==> src/rtl/fp8_sched_pkg.sv <==
// Shared types and constants for the fp8_sched round-robin front end to fp8_top.
package fp8_sched_pkg;

  typedef enum logic [1:0] {
    FP8S_IDLE  = 2'd0,
    FP8S_ISSUE = 2'd1,
    FP8S_WAIT  = 2'd2,
    FP8S_RESP  = 2'd3
  } fp8s_state_e;

  localparam logic [1:0] OP_ADD      = 2'b00;
  localparam logic [1:0] OP_SUB      = 2'b01;
  localparam logic [1:0] OP_MUL      = 2'b10;
  localparam logic [1:0] OP_RESERVED = 2'b11;

  // Bit positions inside the 4-bit {zero, overflow, underflow, inexact} flag word.
  localparam int FLAG_ZERO = 3;
  localparam int FLAG_OVF  = 2;
  localparam int FLAG_UNF  = 1;
  localparam int FLAG_INX  = 0;

  localparam logic [7:0] RESULT_ABORT = 8'h00;
  localparam logic [3:0] FLAGS_ABORT  = 4'h0;

endpackage

==> src/rtl/fp8_sched_rr_arb.sv <==
// Combinational round-robin picker: first requester after last_i, searching cyclically.
module fp8_rr_arb
  import fp8_sched_pkg::*;
#(
  parameter int NUM_REQ = 4,
  parameter int IW      = $clog2(NUM_REQ)
) (
  input  logic [NUM_REQ-1:0] req_i,
  input  logic [IW-1:0]      last_i,
  output logic [NUM_REQ-1:0] grant_o,
  output logic [IW-1:0]      idx_o,
  output logic               any_o
);

  logic [IW:0] cand_w;

  // Walk the NUM_REQ candidates starting one past the previous owner; first hit wins.
  always_comb begin
    grant_o = {NUM_REQ{1'b0}};
    idx_o   = {IW{1'b0}};
    any_o   = 1'b0;
    cand_w  = {(IW+1){1'b0}};
    for (int k = 1; k <= NUM_REQ; k++) begin
      cand_w = {1'b0, last_i} + (IW+1)'(k);
      if (cand_w >= (IW+1)'(NUM_REQ)) begin
        cand_w = cand_w - (IW+1)'(NUM_REQ);
      end else begin
        cand_w = cand_w;
      end
      if (!any_o && req_i[cand_w[IW-1:0]]) begin
        any_o                    = 1'b1;
        grant_o[cand_w[IW-1:0]]  = 1'b1;
        idx_o                    = cand_w[IW-1:0];
      end else begin
        any_o = any_o;
      end
    end
  end

endmodule

==> src/rtl/fp8_sched.sv <==
// Round-robin scheduler sharing one fp8_top between NUM_REQ requesters, with a done watchdog.
// Optional completed-op counter on stat_ops is built when FP8_SCHED_STATS_EN is defined.
module fp8_sched
  import fp8_sched_pkg::*;
#(
  parameter int NUM_REQ        = 4,
  parameter int TIMEOUT_CYCLES = 16
) (
  input  logic                   clk,
  input  logic                   reset_n,
  input  logic [NUM_REQ-1:0]     req_valid,
  output logic [NUM_REQ-1:0]     req_ready,
  input  logic [8*NUM_REQ-1:0]   req_a,
  input  logic [8*NUM_REQ-1:0]   req_b,
  input  logic [2*NUM_REQ-1:0]   req_op,
  output logic [NUM_REQ-1:0]     rsp_valid,
  input  logic [NUM_REQ-1:0]     rsp_ready,
  output logic [7:0]             rsp_result,
  output logic [3:0]             rsp_flags,
  output logic                   rsp_err,
  output logic                   fu_start,
  output logic [7:0]             fu_a,
  output logic [7:0]             fu_b,
  output logic [1:0]             fu_op,
  input  logic                   fu_done,
  input  logic [7:0]             fu_result,
  input  logic [3:0]             fu_flags,
  output logic [15:0]            stat_ops
);

  localparam int IW = $clog2(NUM_REQ);
  localparam int TW = $clog2(TIMEOUT_CYCLES + 1);

  fp8s_state_e        state_q;
  logic [IW-1:0]      last_grant_q;
  logic [IW-1:0]      owner_q;
  logic               fu_start_q;
  logic [7:0]         fu_a_q;
  logic [7:0]         fu_b_q;
  logic [1:0]         fu_op_q;
  logic [TW-1:0]      timer_q;
  logic [NUM_REQ-1:0] rsp_valid_q;
  logic [7:0]         rsp_result_q;
  logic [3:0]         rsp_flags_q;
  logic               rsp_err_q;

  logic [NUM_REQ-1:0] arb_grant;
  logic [IW-1:0]      arb_idx;
  logic               arb_any;
  logic [7:0]         sel_a;
  logic [7:0]         sel_b;
  logic [1:0]         sel_op;
  logic [NUM_REQ-1:0] owner_onehot;
  logic               rsp_hs;

  fp8_rr_arb #(
    .NUM_REQ (NUM_REQ),
    .IW      (IW)
  ) u_arb (
    .req_i   (req_valid),
    .last_i  (last_grant_q),
    .grant_o (arb_grant),
    .idx_o   (arb_idx),
    .any_o   (arb_any)
  );

  assign sel_a        = req_a[{arb_idx, 3'b000} +: 8];
  assign sel_b        = req_b[{arb_idx, 3'b000} +: 8];
  assign sel_op       = req_op[{arb_idx, 1'b0} +: 2];
  assign owner_onehot = {{(NUM_REQ-1){1'b0}}, 1'b1} << owner_q;
  assign rsp_hs       = (state_q == FP8S_RESP) && rsp_ready[owner_q];

  // Grants are only offered while idle, so at most one command is ever in flight.
  assign req_ready = (state_q == FP8S_IDLE) ? arb_grant : {NUM_REQ{1'b0}};

  // Scheduler FSM: accept, pulse start, wait for done or watchdog, hold response.
  always_ff @(posedge clk or negedge reset_n) begin
    if (!reset_n) begin
      state_q      <= FP8S_IDLE;
      last_grant_q <= IW'(NUM_REQ - 1);
      owner_q      <= {IW{1'b0}};
      fu_start_q   <= 1'b0;
      fu_a_q       <= 8'h00;
      fu_b_q       <= 8'h00;
      fu_op_q      <= 2'b00;
      timer_q      <= {TW{1'b0}};
      rsp_valid_q  <= {NUM_REQ{1'b0}};
      rsp_result_q <= 8'h00;
      rsp_flags_q  <= 4'h0;
      rsp_err_q    <= 1'b0;
    end else begin
      case (state_q)
        FP8S_IDLE: begin
          if (arb_any) begin
            fu_a_q     <= sel_a;
            fu_b_q     <= sel_b;
            fu_op_q    <= sel_op;
            owner_q    <= arb_idx;
            fu_start_q <= 1'b1;
            state_q    <= FP8S_ISSUE;
          end else begin
            state_q <= FP8S_IDLE;
          end
        end
        FP8S_ISSUE: begin
          fu_start_q <= 1'b0;
          timer_q    <= {TW{1'b0}};
          state_q    <= FP8S_WAIT;
        end
        FP8S_WAIT: begin
          // A done arriving on the timeout cycle still delivers the real result.
          if (fu_done) begin
            rsp_result_q <= fu_result;
            rsp_flags_q  <= fu_flags;
            rsp_err_q    <= 1'b0;
            rsp_valid_q  <= owner_onehot;
            state_q      <= FP8S_RESP;
          end else if (timer_q == TW'(TIMEOUT_CYCLES - 1)) begin
            rsp_result_q <= RESULT_ABORT;
            rsp_flags_q  <= FLAGS_ABORT;
            rsp_err_q    <= 1'b1;
            rsp_valid_q  <= owner_onehot;
            state_q      <= FP8S_RESP;
          end else begin
            timer_q <= timer_q + TW'(1);
          end
        end
        FP8S_RESP: begin
          if (rsp_hs) begin
            rsp_valid_q  <= {NUM_REQ{1'b0}};
            last_grant_q <= owner_q;
            state_q      <= FP8S_IDLE;
          end else begin
            state_q <= FP8S_RESP;
          end
        end
        default: begin
          state_q <= FP8S_IDLE;
        end
      endcase
    end
  end

  assign fu_start   = fu_start_q;
  assign fu_a       = fu_a_q;
  assign fu_b       = fu_b_q;
  assign fu_op      = fu_op_q;
  assign rsp_valid  = rsp_valid_q;
  assign rsp_result = rsp_result_q;
  assign rsp_flags  = rsp_flags_q;
  assign rsp_err    = rsp_err_q;

`ifdef FP8_SCHED_STATS_EN
  logic [15:0] stat_ops_q;

  // Counts every response handshake, watchdog aborts included; wraps naturally.
  always_ff @(posedge clk or negedge reset_n) begin
    if (!reset_n) begin
      stat_ops_q <= 16'h0000;
    end else if (rsp_hs) begin
      stat_ops_q <= stat_ops_q + 16'h0001;
    end else begin
      stat_ops_q <= stat_ops_q;
    end
  end

  assign stat_ops = stat_ops_q;
`else
  assign stat_ops = 16'h0000;
`endif

endmodule

==> config.mk <==
export PLATFORM = sky130hd
export DESIGN_NAME = fp8_sched
export DESIGN_NICKNAME = d
export VERILOG_FILES = /design/src/rtl/fp8_sched_pkg.sv /design/src/rtl/fp8_sched_rr_arb.sv /design/src/rtl/fp8_sched.sv
export SDC_FILE = /design/constraint.sdc
export NUM_CORES = 1
export LEC_CHECK = 0
export CORE_MARGIN = 3
export CORE_UTILIZATION = 41
export CTS_CLUSTER_SIZE = 28
export DETAILED_ROUTE_END_ITERATION = 12
export GPL_ROUTABILITY_DRIVEN = 0
export PLACE_DENSITY = 0.81
export SLEW_MARGIN = 0
export SYNTH_ARGS = -nofsm -noshare
export SYNTH_HDL_FRONTEND = slang
export SYNTH_SLANG_ARGS = --single-unit
==> constraint.sdc <==
create_clock -name clk -period 3.7 [get_ports clk]
set_clock_uncertainty 0.15 [all_clocks]
set_input_delay 0.74 -clock clk [delete_from_list [all_inputs] [get_ports clk]]
set_output_delay 0.74 -clock clk [all_outputs]
set_load 0.01 [all_outputs]
# Yosys cells after proc, flatten, opt, wreduce, memory -nomap -nowiden

Index checks and enable logic that the tools add are counted.

Shift operators: 4
Add/subtract/negate cells: 9
$lt $le $gt $ge: 13
Bitwise operators: 3
Equality and inequality tests: 9
Muxes and demuxes: 55
Reductions and logical operators: 22

Operator list:

| kind                  | count |
|---|---|
| $shiftx A32 B6 Y8     | 2 |
| $mux W4               | 10 |
| $mux W2               | 11 |
| $mux W1               | 17 |
| $mux W8               | 2 |
| $lt A2 B3 Y1 const B  | 5 |
| $ge A3 B3 Y1 const B  | 4 |
| $or A4 B4 Y4          | 3 |
| $bmux W1 S2           | 5 |
| $mux W5               | 2 |
| $pmux W5 S2           | 1 |
| $demux W1 S2          | 4 |
| $ge A2 B1 Y1 const B  | 4 |
| $logic_and A1 B1 Y1   | 8 |
| $ne A2 B2 Y1 const B  | 4 |
| $pmux W2 S4           | 1 |
| $pmux W4 S2           | 1 |
| $reduce_and A2 Y1     | 4 |
| $reduce_bool A2 Y1    | 4 |
| $shiftx A8 B4 Y2      | 1 |
| $sub A2 B1 Y2 const B | 4 |
| $add A2 B2 Y3 const B | 2 |
| $reduce_and A3 Y1     | 2 |
| $add A5 B1 Y5 const B | 1 |
| 10 further kinds      | 13 |

Output and inout port bits: 56
Logic and storage cells: 127
Register bits after elaboration: 47
Bits of input ports: 95

# Longest topological paths before layout

Gate-level depths: netlist (run 1).

Depth after elaboration: 17
Mapped depth: 13
Gate-level depth less buffers: 8

# Hierarchy

Synthesis (run 1) repeated with hierarchy kept, for this count alone.

Cell total of the unflattened synthesis: 261
Area total of the unflattened synthesis: 3141.8 um2

By module, submodules not included:

| module     | sequential area each (um2) | cells each | instances | area each (um2) |
|---|---|---|---|---|
| fp8_sched  | 1178.6                     | 193        | 1         | 2616.3 |
| fp8_rr_arb | 0.0                        | 68         | 1         | 525.5 |

# Worst setup path after synthesis (run 1)

OpenSTA, ideal clock, no wires.

Path type: register to output
From: register last_grant_q[0]
To: output port req_ready[0]
Cell stages (with the launch flop): 10
Path buffers: 2
Arrival time: 2735 ps
Setup slack: 75 ps
Cell sequence: dfstp_2 buf_6 clkinv_1 ha_1 buf_6 mux4_2 nor3_1 nor2b_1 a221oi_1 nor2_1

Word-level cells in the longest chain between the ends: 16
Elaborated cells on any way between the ends: 61

Ends and longest elaborated chain:

| element                                                | line                   | source |
|---|---|---|
| from (decl)                                            | fp8_sched.sv:35        | `logic [IW-1:0] last_grant_q;` |
| from (signal assigned)                                 | fp8_sched.sv:80        | `last_grant_q <= IW'(NUM_REQ - 1);` |
| from (signal assigned)                                 | fp8_sched.sv:131       | `last_grant_q <= owner_q;` |
| branches (longest 14 deep; another with $add A2 B1 Y3) | n/a                    |  |
| $mux W4 (*)                                            | fp8_sched_rr_arb.sv:30 | `if (!any_o && req_i[cand_w[IW-1:0]]) begin` |
| $mux W4 (*)                                            | fp8_sched.sv:74        | `assign req_ready = (state_q == FP8S_IDLE) ? arb_grant : {NUM_REQ{1'b0}};` |
| to (decl)                                              | fp8_sched.sv:12        | `output logic [NUM_REQ-1:0] req_ready,` |

Every way passes the cells marked *. The select of a mux whose other input is x is not followed.

# Worst setup path after layout (run 1)

From: input port req_valid[2]
To: output port req_ready[2]

Word-level cells in the longest chain between the ends: 13
Elaborated cells on any way between the ends: 25

Ends and longest elaborated chain:

| element                       | line                   | source |
|---|---|---|
| from (decl)                   | fp8_sched.sv:11        | `input logic [NUM_REQ-1:0] req_valid,` |
| $bmux W1 S2                   | fp8_sched_rr_arb.sv:30 |  |
| $mux W1 (not written as such) | fp8_sched_rr_arb.sv:30 |  |
| $mux W1                       | fp8_sched_rr_arb.sv:30 |  |
| $logic_not A1 Y1              | fp8_sched_rr_arb.sv:30 |  |
| $logic_and A1 B1 Y1           | fp8_sched_rr_arb.sv:30 |  |
| $mux W1                       | fp8_sched_rr_arb.sv:30 |  |
| $logic_not A1 Y1              | fp8_sched_rr_arb.sv:30 |  |
| $logic_and A1 B1 Y1           | fp8_sched_rr_arb.sv:30 |  |
| $mux W1                       | fp8_sched_rr_arb.sv:30 |  |
| $logic_not A1 Y1              | fp8_sched_rr_arb.sv:30 |  |
| $logic_and A1 B1 Y1           | fp8_sched_rr_arb.sv:30 |  |
| $mux W4 (*)                   | fp8_sched_rr_arb.sv:30 |  |
| $mux W4 (*)                   | fp8_sched.sv:74        |  |

Every way passes the cells marked *; elsewhere a longest branch is shown, timed or not. The select of a mux whose other input is x is not followed.

==> metrics, run 1 <==
worst slew pin tran between 1 and 1.5 ns; CTS tree yes; number of global-route vias before repair 2854; post-synthesis cell area 0.00307 mm2; CP Capture Type primary output; CTS Buf Count 5; relative slew slack roughly 31%; switching share of total power 40.4%; TNS Setup 0 ns; Gate power share 63.8%; Post-synth EDFFs 0; DR vias 2807; worst setup path startpoint req_valid[2]; Hold Startpoint fu_op[0]; DRT Pass-1 Iters 4; P_leak 2.01 nW; fin crit period 3.60 ns; Worst Hold Depth 2; Die Span Y 92.6 um; Max Clk Rate around 0.28 GHz; final setup fails 0; RSZ-0062 raised after global routing no; Yosys cell types 50; gr ovfl total 0; core area 0.00702 mm2; startpoint types input pin; sequential fraction of the synthesis area 38.4%; Rows 30; WS Path Type in2out; n_diodes 0; IO Count approximately 150; ys flop type dfrtp_1; period utilisation layout 97.3%; Crit Path Max Fanout 5; Clk Latency, worst-skew pair 0.29 ns; PD cells 778 mW/mm2; total power draw between 3 and 4 mW; GRT Total Usage 19.3%; via-per-instance ratio 5.31; Sequential Power Share 25.6%; initial antenna violation count 0; Hold Path Class reg2reg; CTS Hold Bufs 0; Clock Sinks 47; clock group share of total power 10.6%; synth-to-layout area growth 50.8%; wire per inst approximately 16 um; FF-to-FF Start last_grant_q[1]; Pins Over Slew Limit 0; Yosys warning count 0; max_cap viols 0; DR iter-0 viols approximately 90; Int Pwr around 2.2 mW; worst path required time between 2 and 3 ns; pre-CTS WS -0.279 ns; Hold WS 0.345 ns; Initial Util 43.8%; DRC 0; first-pass GRT wire length approximately 13 mm; Final #Nets 537; R2R depth 10; Sw Pwr approximately 1.5 mW; Port Buffers about 130; dpl hpwl 6.43 mm; post-synthesis cell count 290; outcome finished clean; clock buffer depth 2; Fin. Hold Viols 0; total length of routed wires 8.38 mm; DRT antenna net count 0; Worst IR Drop VDD 398 uV; synthesized area per cell about 11 um2; crit path DAT 2.71 ns; die width 92.6 um; CTS Root Cell clkbuf_8; FF+latch count, synth 47; layout cells sized above 1 approximately 15%; Clock Pin Slew Worst Setup and Hold Paths approximately 0.080 ns; total die area about 0.0086 mm2; H-tree depth 2; post-route setup slack 0.100 ns; Post-synth ARST share 100%; largest net degree at the start of global routing 48
## through the flow
stage	instances	area (um2)	util [%]
3_3_place_gp	519	4460	63.5
6_report	529	4630	66.0
2_1_floorplan	305	3130	-
4_1_cts	528	4590	65.4
3_5_place_dp	519	4460	63.5
5_1_grt	529	4630	66.0
## area by class of cell
cell class | instances | area (um2)
clock buffer | 5 | 68.8
inverter | 8 | 30.0
tap | 96 | 120
clock inverter | 3 | 46.3
multi-input combinational | 215 | 1700
fill | 573 | 2380
timing repair buffer | 155 | 1490
sequential | 47 | 1180
## logic make-up (layout without fill, tap and decap cells)
group / Yosys count / in the layout / synth area share, %
other: 1 / 16 / 0.122
AOI/OAI and AO/OA: 71 / 71 / 20.1
adders and majority gates: 10 / 10 / 4.07
buffers and inverters: 43 / 171 / 10.2
and+or+nand+nor: 71 / 71 / 10.4
DFF: 47 / 47 / 38.4
muxes: 46 / 46 / 16.5
xor gates and xnor gates: 1 / 1 / 0.285
## flip-flops by register name (all words and copies together) (netlist names)
name          cells
fu_b              8
last_grant_q      2
timer_q           5
owner_q           2
rsp_result        8
rsp_err           1
fu_start          1
fu_op             2
fu_a              8
rsp_flags         4
state_q           2
rsp_valid         4
## power groups by stage
stage	clock network, mW	logic [mW]	registers [mW]
after global routing	0.414	2.49	0.958
after CTS	0.394	2.25	0.924
after global placement	0	2.17	0.920
after detailed placement	0	2.23	0.930
final	0.384	2.30	0.923
after floorplan	0	1.42	0.980
## cells in the final DEF (no fill, tap or decap), types with 2 or more instances in the layout
cell	n
a21oi_1	8
a221oi_2	3
a22o_1	13
a22oi_1	4
and3_1	4
buf_4	20
clkbuf_2	2
clkbuf_8	5
clkdlybuf4s50_1	129
conb_1	16
dfrtp_1	45
dfstp_2	2
dlygate4sd2_1	2
ha_1	9
inv_1	6
mux2_2	4
mux2i_1	36
mux2i_2	3
mux4_2	3
nand2_1	36
nand2b_1	2
nor2_1	16
nor2b_4	2
nor3_1	2
nor4_1	3
o21ai_0	9
o221ai_1	7
o221ai_2	10
o32ai_1	4
## path summary, 6_finish.rpt
path                           endpoint  slack [ns]
min in group asynchronous    timer_q[4]        0.47
max                        req_ready[2]        0.10
max in group asynchronous       fu_a[5]        2.29
max reg2reg                     fu_b[4]        0.66
min                            fu_op[0]        0.35
min reg2reg                    fu_op[0]        0.35
## synthesized netlist by cell type (2+ instances only)
library cell | count | area share (%)
buf_4 | 21 | 5.1
dfrtp_1 | 45 | 37
nand2b_1 | 2 | 0.41
dfstp_2 | 2 | 1.7
clkbuf_1 | 4 | 0.49
nand2_1 | 36 | 4.4
o32ai_1 | 4 | 1.1
nor4_1 | 3 | 0.61
buf_6 | 6 | 2.2
ha_1 | 10 | 4.1
o221ai_2 | 10 | 4.9
inv_1 | 6 | 0.73
a22oi_1 | 4 | 0.98
mux2i_1 | 38 | 12
clkinv_1 | 2 | 0.24
a221oi_1 | 4 | 1.1
o221ai_1 | 7 | 2.0
and3_1 | 4 | 0.81
a22o_1 | 13 | 3.7
a21oi_1 | 8 | 1.3
o21ai_0 | 10 | 1.6
nor3_1 | 3 | 0.49
mux4_2 | 3 | 2.2
nor2_1 | 16 | 2.0
mux2_2 | 4 | 1.5
## metal layers
metal	up-vias	GRT usage (%)	part of all wire (%)
met5	-	0	0
met1	1304	22.4	39
met2	148	34.6	49
met3	23	5.28	9.0
li1	1332	-	-
met4	0	5.32	2.3
## what timing repair did
item	4_1_cts	5_1_grt
setup endpoints to repair	4	4
endpoints found under the hold margin	0	0
setup buffers	1	1
gates resized for setup	7	12
## critical path, stage by stage
cell and delay (ns):
clkdlybuf4s50_1 0.45, buf_4 0.18, mux2_2 0.26, o21ai_0 0.37
nor2b_4 0.11, buf_4 0.15, a221oi_1 0.24, nor2_1 0.08
clkbuf_2 0.14
Power figures use the tool's default switching activity.
==> inputs of run 2 (changes only) <==
CORE_UTILIZATION = 30   (was 41)
CTS_CLUSTER_DIAMETER = 30   (was default)
PLACE_DENSITY = default   (was 0.81)
==> metrics, run 2 (synthesis results as in run 1) <==
outcome finished clean; layout cells sized above 1 14.6% (-0.89 points); Clk Latency, worst-skew pair 0.30 ns (about the same); Port Buffers 134 (unchanged); worst path cell trace clkdlybuf4s50_1 > mux4_2 > buf_4 > a22oi_1 > nor2_1 > a221oi_2 > nor2_1 > dlygate4sd2_1; pre-CTS WS -0.258 ns (+0.0207 ns); top cell family by delay on the critical path buffers and inverters; first-pass GRT wire length 13.4 mm (-0.46%); startpoint types input pin; Final #Nets 536 (-0.19%); wire per inst 14.6 um (-7.6%); CTS Hold Bufs 0 (unchanged); most frequent cells in the layout clkdlybuf4s50_1, dfrtp_1, nand2_1, mux2i_1, buf_4; FF-to-FF setup slack 0.66 ns (about the same); Fin. Hold Viols 0 (unchanged); switching share of total power 40.0% (-0.39 points); DRT Pass-1 Iters 4 (unchanged); RSZ-0062 raised after global routing no; dpl hpwl 6.38 mm (-0.87%); n_diodes 0 (unchanged); DRT antenna net count 0 (unchanged); DRC 0 (unchanged); worst setup path startpoint req_valid[1]; FF-to-FF Start last_grant_q[1]; Gate power share 63.6% (-0.2 points); worst path required time 2.81 ns (about the same); WS Path Type in2out; clock group share of total power 10.8% (+0.2 points); die width 107 um (+16%); cell mode on critical path nor2_1; Worst path depth 8 (-1); Die Span Y 107 um (+16%); final setup fails 0 (unchanged); Hold WS 0.344 ns (-0.00119 ns); critical path's largest stage delay 0.53 ns (+0.08 ns); period utilisation layout 97.2% (about the same); GRT Total Usage 14.5% (-4.8 points); crit path DAT 2.71 ns (about the same); synth-to-layout area growth 53.1%; number of global-route vias before repair 2732 (-4.3%); relative slew slack 31.5% (+0.26 points); Sw Pwr 1.44 mW (-0.83%); DR iter-0 viols 92 (+4.5%); clock buffer depth 2 (unchanged); post-route setup slack 0.102 ns (+0.00200 ns); worst slew pin tran 1.03 ns (-0.00395 ns); total length of routed wires 8.27 mm (-1.3%); Clock Sinks 47 (unchanged); IO Count 151 (unchanged); core area 0.00986 mm2 (+41%); max_cap viols 0 (unchanged); PD cells 768 mW/mm2 (-1.4%); CP Buf/Inv Count 3 (-1); Int Pwr 2.17 mW (+0.77%); CP endpoint req_ready[1]; R2R depth 10 (unchanged); total die area 0.0115 mm2 (+34%); Worst R2R End fu_a[5]; CTS Root Cell clkbuf_8; fin crit period 3.60 ns (-0.00200 ns); Clock Pin Slew Worst Setup and Hold Paths 0.08 ns (about the same); H-tree depth 2 (unchanged); DR vias 2731 (-2.7%); P_leak 2.02 nW (+0.39%); gr ovfl total 0 (unchanged); CTS tree yes; commonest non-fill, non-tap cell in the layout clkdlybuf4s50_1; via-per-instance ratio 4.83 (-8.9%); initial antenna violation count 0 (unchanged); CP Capture Type primary output; Rows 36 (+20%); TNS Setup 0 ns (unchanged); CTS Buf Count 5 (unchanged); CP max stage cell mux4_2; Initial Util 31.2% (-13 points); Worst IR Drop VDD 430 uV (+8.2%); Crit Path Max Fanout 5 (unchanged); Hold Path Class reg2reg; Max Clk Rate 0.278 GHz (about the same); Pins Over Slew Limit 0 (unchanged); Sequential Power Share 25.6% (about the same); total power draw 3.61 mW (+0.13%); largest net degree at the start of global routing 48 (unchanged)
-- run 2: cell count changes in the layout (fill, tap and decap cells not counted), sizes merged --
cell / delta
buf: -1
dlygate4sd2: +2
clkbuf: -2
-- run 2: cell type report --
class	count	area, um2
Fill cell	939	5160
Inverter	8	30.0
Multi-Input combinational cell	215	1710
Timing Repair Buffer	154	1510
Clock buffer	5	68.8
Tap cell	133	166
Clock inverter	3	46.3
Sequential cell	47	1180
-- run 2: worst min-delay path by stage --
stage | cells past startpoint | slack [ns] | end | start
global route | 2 | 0.38 | fu_a[2] | fu_a[2]
CTS | 2 | 0.35 | fu_b[0] | fu_b[0]
floorplan | 0 | 0.29 | fu_a[0] | reset_n
global placement | 2 | 0.32 | fu_a[6] | fu_a[6]
detailed placement | 2 | 0.32 | fu_b[6] | fu_b[6]
finish | 2 | 0.34 | fu_b[0] | fu_b[0]
-- run 2: what timing repair did --
item	in CTS	in global routing
pin swaps	0	1
setup buffers	1	0
setup endpoints to repair	4	4
gates resized for setup	13	4
-- run 2: worst register-to-register path, delay by kind of cell, from the launching register on --
family	cells	cell delay [ns]
DFF	1	0.53
AOI/OAI and AO/OA	3	0.54
adders and majority gates	1	0.29
muxes	1	0.54
buffers and inverters	3	0.39
and+or+nand+nor	2	0.47
-- run 2: routing by layer --
| layer | track usage [%] | up-vias | wire [um] |
|---|---|---|---|
| met5 | 0 | - | 0 |
| met4 | 3.47 | 0 | 63 |
| met3 | 4.33 | 8 | 701 |
| met2 | 25.2 | 105 | 4140 |
| met1 | 17.4 | 1292 | 3370 |
| li1 | - | 1326 | - |
-- run 2: power groups by stage --
stage | sequential (mW) | combinational [mW] | clock [mW]
floorplan | 0.980 | 1.42 | 0
CTS | 0.924 | 2.31 | 0.405
global route | 0.959 | 2.52 | 0.427
global placement | 0.922 | 2.22 | 0
detailed placement | 0.929 | 2.25 | 0
finish | 0.923 | 2.30 | 0.391
-- run 2: per-stage QoR --
| step | cells | area, um2 | util (%) |
|---|---|---|---|
| floorplan | 305 | 3130 | - |
| global placement | 556 | 4520 | 45.8 |
| detailed placement | 556 | 4520 | 45.8 |
| CTS | 565 | 4690 | 47.5 |
| global route | 565 | 4700 | 47.7 |
| finish | 565 | 4700 | 47.7 |
